$ cat src/rtl/mem_port_arbiter.sv
// mem_port_arbiter: shares one fixed-latency memory port between the
// instruction-fetch (I) and load/store (D) requesters of the core.
// Build option: define ARB_RR_EN for round-robin arbitration; otherwise
// D has fixed priority over I.
module mem_port_arbiter #(
    parameter int unsigned AW      = 32,
    parameter int unsigned DW      = 32,
    parameter int unsigned MEM_LAT = 2
) (
    input  logic          clk,
    input  logic          reset,
    input  logic          i_req,
    input  logic [AW-1:0] i_addr,
    output logic          i_ack,
    output logic [DW-1:0] i_rdata,
    input  logic          d_req,
    input  logic          d_we,
    input  logic [AW-1:0] d_addr,
    input  logic [DW-1:0] d_wdata,
    output logic          d_ack,
    output logic [DW-1:0] d_rdata,
    output logic          mem_en,
    output logic          mem_we,
    output logic [AW-1:0] mem_addr,
    output logic [DW-1:0] mem_wdata,
    input  logic [DW-1:0] mem_rdata,
    output logic          sel,
    output logic          busy
);

    localparam int unsigned CW = (MEM_LAT > 1) ? $clog2(MEM_LAT) : 1;

    typedef enum logic [1:0] {
        IDLE = 2'd0,
        BUSY = 2'd1,
        DONE = 2'd2
    } state_t;

    state_t          state, state_nxt;
    logic [CW-1:0]   cnt, cnt_nxt;
    logic [AW-1:0]   lat_addr, lat_addr_nxt;
    logic [DW-1:0]   lat_wdata, lat_wdata_nxt;
    logic            lat_we, lat_we_nxt;
    logic            sel_nxt;
    logic            i_ack_nxt, d_ack_nxt;
    logic [DW-1:0]   i_rdata_nxt, d_rdata_nxt;
    logic            mem_en_nxt, mem_we_nxt;
    logic [AW-1:0]   mem_addr_nxt;
    logic [DW-1:0]   mem_wdata_nxt;
    logic            busy_nxt;
    logic            grant_d;

`ifdef ARB_RR_EN
    logic            last_d, last_d_nxt;

    // Round-robin: on a tie the requester not granted last wins
    assign grant_d = d_req & (~i_req | ~last_d);
`else
    // Fixed priority: D always beats I
    assign grant_d = d_req;
`endif

    // Next-state and next-output logic; all outputs are registered below
    always_comb begin
        state_nxt     = state;
        cnt_nxt       = cnt;
        lat_addr_nxt  = lat_addr;
        lat_wdata_nxt = lat_wdata;
        lat_we_nxt    = lat_we;
        sel_nxt       = sel;
        i_ack_nxt     = 1'b0;
        d_ack_nxt     = 1'b0;
        i_rdata_nxt   = i_rdata;
        d_rdata_nxt   = d_rdata;
        mem_en_nxt    = 1'b0;
        mem_we_nxt    = 1'b0;
        mem_addr_nxt  = '0;
        mem_wdata_nxt = '0;
        busy_nxt      = 1'b0;
`ifdef ARB_RR_EN
        last_d_nxt    = last_d;
`endif
        unique case (state)
            IDLE: begin
                if (i_req || d_req) begin
                    lat_addr_nxt  = grant_d ? d_addr : i_addr;
                    lat_wdata_nxt = grant_d ? d_wdata : '0;
                    lat_we_nxt    = grant_d & d_we;
                    sel_nxt       = grant_d;
                    cnt_nxt       = CW'(MEM_LAT - 1);
                    state_nxt     = BUSY;
                    mem_en_nxt    = 1'b1;
                    mem_we_nxt    = lat_we_nxt;
                    mem_addr_nxt  = lat_addr_nxt;
                    mem_wdata_nxt = lat_wdata_nxt;
                    busy_nxt      = 1'b1;
`ifdef ARB_RR_EN
                    last_d_nxt    = grant_d;
`endif
                end
            end
            BUSY: begin
                busy_nxt = 1'b1;
                if (cnt == '0) begin
                    state_nxt = DONE;
                    i_ack_nxt = ~sel;
                    d_ack_nxt = sel;
                    if (!lat_we) begin
                        if (sel) d_rdata_nxt = mem_rdata;
                        else     i_rdata_nxt = mem_rdata;
                    end
                end else begin
                    cnt_nxt       = cnt - CW'(1);
                    mem_en_nxt    = 1'b1;
                    mem_we_nxt    = lat_we;
                    mem_addr_nxt  = lat_addr;
                    mem_wdata_nxt = lat_wdata;
                end
            end
            DONE: begin
                state_nxt = IDLE;
            end
            default: begin
                state_nxt = IDLE;
            end
        endcase
    end

    // State and output registers with synchronous reset
    always_ff @(posedge clk) begin
        if (reset) begin
            state     <= IDLE;
            cnt       <= '0;
            lat_addr  <= '0;
            lat_wdata <= '0;
            lat_we    <= 1'b0;
            sel       <= 1'b0;
            i_ack     <= 1'b0;
            d_ack     <= 1'b0;
            i_rdata   <= '0;
            d_rdata   <= '0;
            mem_en    <= 1'b0;
            mem_we    <= 1'b0;
            mem_addr  <= '0;
            mem_wdata <= '0;
            busy      <= 1'b0;
`ifdef ARB_RR_EN
            last_d    <= 1'b0;
`endif
        end else begin
            state     <= state_nxt;
            cnt       <= cnt_nxt;
            lat_addr  <= lat_addr_nxt;
            lat_wdata <= lat_wdata_nxt;
            lat_we    <= lat_we_nxt;
            sel       <= sel_nxt;
            i_ack     <= i_ack_nxt;
            d_ack     <= d_ack_nxt;
            i_rdata   <= i_rdata_nxt;
            d_rdata   <= d_rdata_nxt;
            mem_en    <= mem_en_nxt;
            mem_we    <= mem_we_nxt;
            mem_addr  <= mem_addr_nxt;
            mem_wdata <= mem_wdata_nxt;
            busy      <= busy_nxt;
`ifdef ARB_RR_EN
            last_d    <= last_d_nxt;
`endif
        end
    end

endmodule

$ cat config.mk
export PLATFORM = sky130hd
export DESIGN_NAME = mem_port_arbiter
export DESIGN_NICKNAME = d
export VERILOG_FILES = /design/src/rtl/mem_port_arbiter.sv
export SDC_FILE = /design/constraint.sdc
export NUM_CORES = 1
export LEC_CHECK = 0
export CORE_MARGIN = 5
export CORE_UTILIZATION = 41
export DETAILED_ROUTE_END_ITERATION = 8
export GPL_TIMING_DRIVEN = 0
export HOLD_SLACK_MARGIN = 0.1
export PLACE_DENSITY = 0.77
export SLEW_MARGIN = 30
export SYNTH_ARGS = -nofsm -noshare
export SYNTH_HDL_FRONTEND = slang
export SYNTH_SLANG_ARGS = --single-unit
$ cat constraint.sdc
create_clock -name clk -period 1.49 [get_ports clk]
set_input_delay 0.298 -clock clk [delete_from_list [all_inputs] [get_ports clk]]
set_output_delay 0.298 -clock clk [all_outputs]
set_load 0.02 [all_outputs]
==> Word-level counts from Yosys, hierarchy flattened <==
Cells that the tools add are included.
{ "word_totals": {"register_bits": 202, "latch_bits": 0, "ramBits": 0, "mem_bits_ro": 0, "inputBits": 133, "output_inout_bits": 134, "wordCells": 54, "memories": 0} }
{ "op_classes": {"addsub": 1, "mul": 0, "div_mod_pow": 0, "magnitude_cmp": 0, "n_eq_ne": 3, "n_shift": 0, "mux": 21, "bitwise_logic": 5, "n_reduce_logical": 9} }
{ "op_table": {"columns": ["cell", "n"], "rows": [
  ["$mux W32", 6],
  ["$pmux W32 S2", 2],
  ["$pmux W1 S2", 4],
  ["$reduce_and A4 Y1", 2],
  ["$mux W1", 6],
  ["$reduce_and A2 Y1", 3],
  ["$mux W2", 2],
  ["$ne A2 B2 Y1 const B", 2],
  ["$not A1 Y1", 4],
  ["$pmux W2 S2", 1],
  ["$reduce_or A3 Y1", 1],
  ["$eq A2 B1 Y1 const B", 1],
  ["$logic_not A2 Y1", 1],
  ["$reduce_bool A2 Y1", 1],
  ["$and A1 B1 Y1", 1],
  ["$logic_or A1 B1 Y1", 1],
  ["$sub A1 B1 Y1 const B", 1]
]} }

==> Longest topological paths before layout <==
Gate-level depths: netlist of the first run.
{ "logic_depth": {"word_depth": 3, "mapped_depth": 6, "depth_no_buf": 3} }

==> Worst setup path after synthesis of the first run <==
No wires, ideal clock.
{ "synth_timing": {"path_kind": "reg2reg", "startpoint": "reg state[0]", "endpoint": "reg d_rdata[22]", "setup_time_ns": 0.120, "arrival_time_ns": 1.437, "required_ns": 1.370, "path_slack_ns": -0.067, "path_stages_with_launch": 6, "path_buffers": 2, "synth_period_minus_slack_ns": 1.557, "path_cell_list": "dfxtp_1 nand2b_4 or4b_1 buf_2 buf_6 mux2i_1"} }
{ "synth_between": {"elab_chain_len": 2} }
{ "synth_rtl": {"columns": ["element", "line", "rtl"], "rows": [
  ["start: declaration", "39", "state_t state, state_nxt;"],
  ["start signal: assignment", "151", "state <= state_nxt;"],
  ["$eq A2 B1 Y1", "83", "unique case (state)"],
  ["$reduce_and A4 Y1 (no source line)", null, null],
  ["end signal: assignment", "160", "d_rdata <= d_rdata_nxt;"],
  ["end: declaration", "21", "output logic [DW-1:0] d_rdata,"]
]} }
Every way passes these cells.
A chain may end at the register's enable or synchronous reset.

==> Worst setup path after layout of the first run <==
{ "layout_timing": {"startpoint": "reg state[1]", "endpoint": "reg d_rdata[17]"} }
Same word-level chain as after synthesis.

==> results of run 1 <==
-- flip-flops by register name, summed over array words and instances, names as in the netlist --
name	count
d_rdata	32
i_rdata	32
lat_addr	32
lat_wdata	32
mem_addr	32
mem_wdata	32
state	2
busy	1
cnt	1
d_ack	1
i_ack	1
lat_we	1
mem_en	1
mem_we	1
sel	1
-- tightest hold or removal path: cells and delay by family --
family	cells	cell delay, ns
and+or+nand+nor	1	0.07
buffers and inverters	1	0.39
AOI/OAI and AO/OA	1	0.05
-- stage by stage --
stage	TNS [ns]	utilization (%)	instance area (sq um)
after CTS	-2.33	62.4	11300
after floorplan	0	-	7620
after global routing	-1.49	62.9	11400
after detailed placement	-138.03	58.4	10600
after global placement	-136.01	58.4	10600
final	-0.400	62.9	11400
-- how the worst max path moves through the flow --
stage | start | to | slack (ns) | cells after the start
finish | state[1] | d_rdata[17] | -0.03 | 4
global route | state[1] | d_rdata[25] | -0.07 | 4
CTS | state[1] | d_rdata[17] | -0.08 | 5
detailed placement | reset | lat_addr[2] | -1.05 | 5
global placement | reset | lat_wdata[27] | -1.04 | 5
floorplan | state[1] | d_rdata[22] | 0.002 | 5
-- synthesized netlist by cell type, drive strengths merged, types with 2 or more instances --
| library cell | number | area share, % |
|---|---|---|
| nand2b | 97 | 8.1 |
| or2 | 3 | 0.25 |
| mux2i | 64 | 8.4 |
| a21oi | 133 | 8.8 |
| nor2 | 6 | 0.30 |
| o21ai | 66 | 4.3 |
| nand2 | 99 | 4.9 |
| dfxtp | 202 | 53 |
| nor4 | 2 | 0.36 |
| mux2 | 32 | 4.7 |
| clkbuf | 52 | 2.6 |
| nand3 | 32 | 2.1 |
| buf | 16 | 1.1 |
-- where the power goes --
group	switching [W]	internal (W)
clock network	0.00209	0.00334
registers	0.000164	0.00576
logic	0.00114	0.00102
-- timing repair --
action / in CTS / in global routing
pin swaps: 1 / 1
buffers inserted: 5 / 5
cloned: 0 / 1
gates resized for setup: 212 / 111
setup endpoints to repair: 316 / 233
hold buffers: 0 / 0
-- final cells by class --
cell class	instances	area share, %
Buffer	64	3.49
Clock buffer	27	5.26
Clock inverter	9	1.06
Inverter	1	0.0330
Multi-Input combinational cell	542	29.1
Sequential cell	202	35.7
Tap cell	229	2.52
Timing Repair Buffer	276	22.9
-- metal layers --
layer / share of wire (%) / vias to the layer above
met3: 8.8 / 30
li1: - / 3347
met4: 1.4 / 2
met2: 48 / 229
met1: 41 / 3187
met5: 0.087 / -
-- cells by family after synthesis --
| kind of cell | Yosys count | share of synthesized area (%) |
|---|---|---|
| buffers and inverters | 69 | 3.70 |
| muxes | 96 | 13.2 |
| AOI/OAI and AO/OA | 200 | 13.2 |
| and+or+nand+nor | 246 | 16.7 |
| DFF | 202 | 53.2 |
-- placed cells by master (no fill, tap or decap), types with 3 or more instances in the layout --
master	netlist	final
sky130_fd_sc_hd__clkbuf_2	0	31
sky130_fd_sc_hd__dlygate4sd2_1	0	71
sky130_fd_sc_hd__dfxtp_2	0	3
sky130_fd_sc_hd__nand3_1	32	32
sky130_fd_sc_hd__clkdlybuf4s15_1	0	49
sky130_fd_sc_hd__clkdlybuf4s50_1	0	131
sky130_fd_sc_hd__nand2b_1	96	96
sky130_fd_sc_hd__clkbuf_8	0	5
sky130_fd_sc_hd__mux2_2	32	32
sky130_fd_sc_hd__clkbuf_4	0	13
sky130_fd_sc_hd__nor2_1	6	5
sky130_fd_sc_hd__clkinv_2	0	6
sky130_fd_sc_hd__buf_12	0	3
sky130_fd_sc_hd__mux2i_1	64	62
sky130_fd_sc_hd__a21oi_1	133	133
sky130_fd_sc_hd__buf_6	1	3
sky130_fd_sc_hd__dfxtp_1	202	197
sky130_fd_sc_hd__o21ai_1	0	7
sky130_fd_sc_hd__o21ai_0	66	59
sky130_fd_sc_hd__nand2_1	99	99
sky130_fd_sc_hd__clkbuf_16	0	21
sky130_fd_sc_hd__buf_4	1	14
sky130_fd_sc_hd__clkbuf_1	52	14
sky130_fd_sc_hd__buf_2	9	9
sky130_fd_sc_hd__bufinv_16	0	3
==> summary.md, run 1 <==
| Metric | Value |
|---|---|
| Most heavily used metal layer in global routing | met2 |
| Element type at the critical path start | flop |
| Crit path max fanout | 7 |
| Worst min-delay path category | primary input to flop |
| Static leakage | 4.75 nW |
| Crit path buf inv count | 1 |
| Register area | 4060 sq um |
| Multi-input gate area | 3310 sq um |
| Final period utilization | 102% |
| Post-route minimum period | 1.52 ns |
| Buffer levels on the longest clock path | 3 |
| Average cell area after synthesis | 9.35 sq um |
| Longest individual stage delay on the worst path | 0.56 ns |
| Root buffer cell | sky130_fd_sc_hd__clkbuf_16 |
| Remaining max-slew budget at the tightest pin | 61.5% |
| CTS tree | done |
| Flop and latch count out of synthesis | 202 |
| Gate count after technology mapping | 813 |
| Total number of placement rows | 49 |
| Slew @ Worst Pin | 0.578 ns |
| Met1 track utilization from global routing | 24.5% |
| Hold-critical path depth | 3 |
| Number of DRC violations after detailed routing | 0 |
| Fraction of synthesis flops using an asynchronous set or reset pin | 0% |
| Number of cells in the design after placement | 1307 |
| Outcome | finished with violations |
| Number of fillers in the final layout | 1524 |
| Sum of overflow across all layers after global routing | 0 |
| Number of detailed-routing iterations run before antenna repair | 5 |
| Critical path class | flop to flop |
| Beginning of the worst register-to-register path | state[1] |
| Power density of the placed cells | 1190 nW/um^2 |
| Total power of the final layout | 0.0135 W |
| Post-route insts no fill | 1350 |
| Worst min-delay path endpoint | lat_wdata[30] |
| Dominant synthesized flop cell | sky130_fd_sc_hd__dfxtp_1 |
| Met3 routing resource usage after global routing | 6.60% |
| Number of routed nets with antenna violations | 0 |
| Vias per cell | 5.03 |
| Maximum clock skew at final layout | 0.00648 ns |
| Max-Cap Viols | 0 |
| Post-synth EDFFs | 0 |
| Nets | 1241 |
| Final count of negative-setup-slack endpoints | 16 |
| Worst EP arrival | 1.89 ns |
| Maximum VDD drop | 0.894 mV |
| Clock slew seen by the registers of the worst setup and hold paths | 0.06 ns |
| Final Hold Fails | 0 |
| Global router's overall resource usage | 20.2% |
| Standard cell core area | 18100 sq um |
| Post-Synthesis Cell Area | 7600 sq um |
| PnR worst setup slack | -0.0338 ns |
| Initial cell density of the core | 42.0% |
| Routed vias | 6795 |
| Setup repair after global routing missed its margin | true |
| Level count of the clock H-tree | 1 |
| Number of buffers inserted during clock tree synthesis | 21 |
| Buffers added on ports | 265 |
| Count of unique library cells instantiated by Yosys | 28 |
| Kind of end point of the critical path | flop |
| Synth warnings | 0 |
| Area overhead of the layout relative to synthesis | 49.6% |
| Number of antenna violations at the first check in global routing | 1 |
| Slowest cell on the critical path | sky130_fd_sc_hd__or4b_4 |
| Routed wirelength normalized by instance count | 17.0 microns |
| Estimated wirelength of the detail-placed design | 16800 microns |
| Global-route wire length before repair | 35900 microns |
| Antenna Cells | 0 |
| Detailed-route wire length | 22900 microns |
| Total nets after synthesis | 946 |
| Setup slack of the worst register-to-register path | -0.03 ns |
| Violation count after the first detailed-routing iteration | 333 |
| Die height | 146 microns |
| Met2 routing resource usage after global routing | 35.4% |
| I/O pin cnt | 267 |
| Reg2Reg Capture Point | d_rdata[17] |
| Floorplan die area | 21400 sq um |
| TritonCTS Sinks | 202 |
| CP Cell Sequence | nand2b_4, or4b_4, buf_4, mux2i_1 |
| Number of cells on the worst reg-to-reg path | 4 |
| Critical hold path startpoint | d_wdata[30] |
| Chip width | 146 microns |
| Fin. max-slew vios | 0 |
| Family with the most delay on the worst path | simple AND/OR/NAND/NOR gates |
| Fraction of layout instances using a drive strength above 1 | 14.1% |
| Clock latency on the worst-skew pair | 0.48 ns |
| Timing-limited maximum frequency | 0.656 GHz |
| Vias in the first global route | 6818 |
| Setup slack after placement | -1.05 ns |
| Final worst hold slack | 0.382 ns |
| Final Wtd Congestion | 0.840 |
| Required arrival time at the worst endpoint | 1.86 ns |
| Violated checks | negative setup slack |
| Post-synthesis sequential area ratio | 53.2% |
| Maximum number of pins on one net before global-route repair | 15 |
Power figures use the tool's default switching activity.
==> run 2: changes to the inputs <==
Settings changed: SLEW_MARGIN 30 to 0.
==> results of run 2 <==
The final DEF is identical to that of run 1; final timing and power are the same.
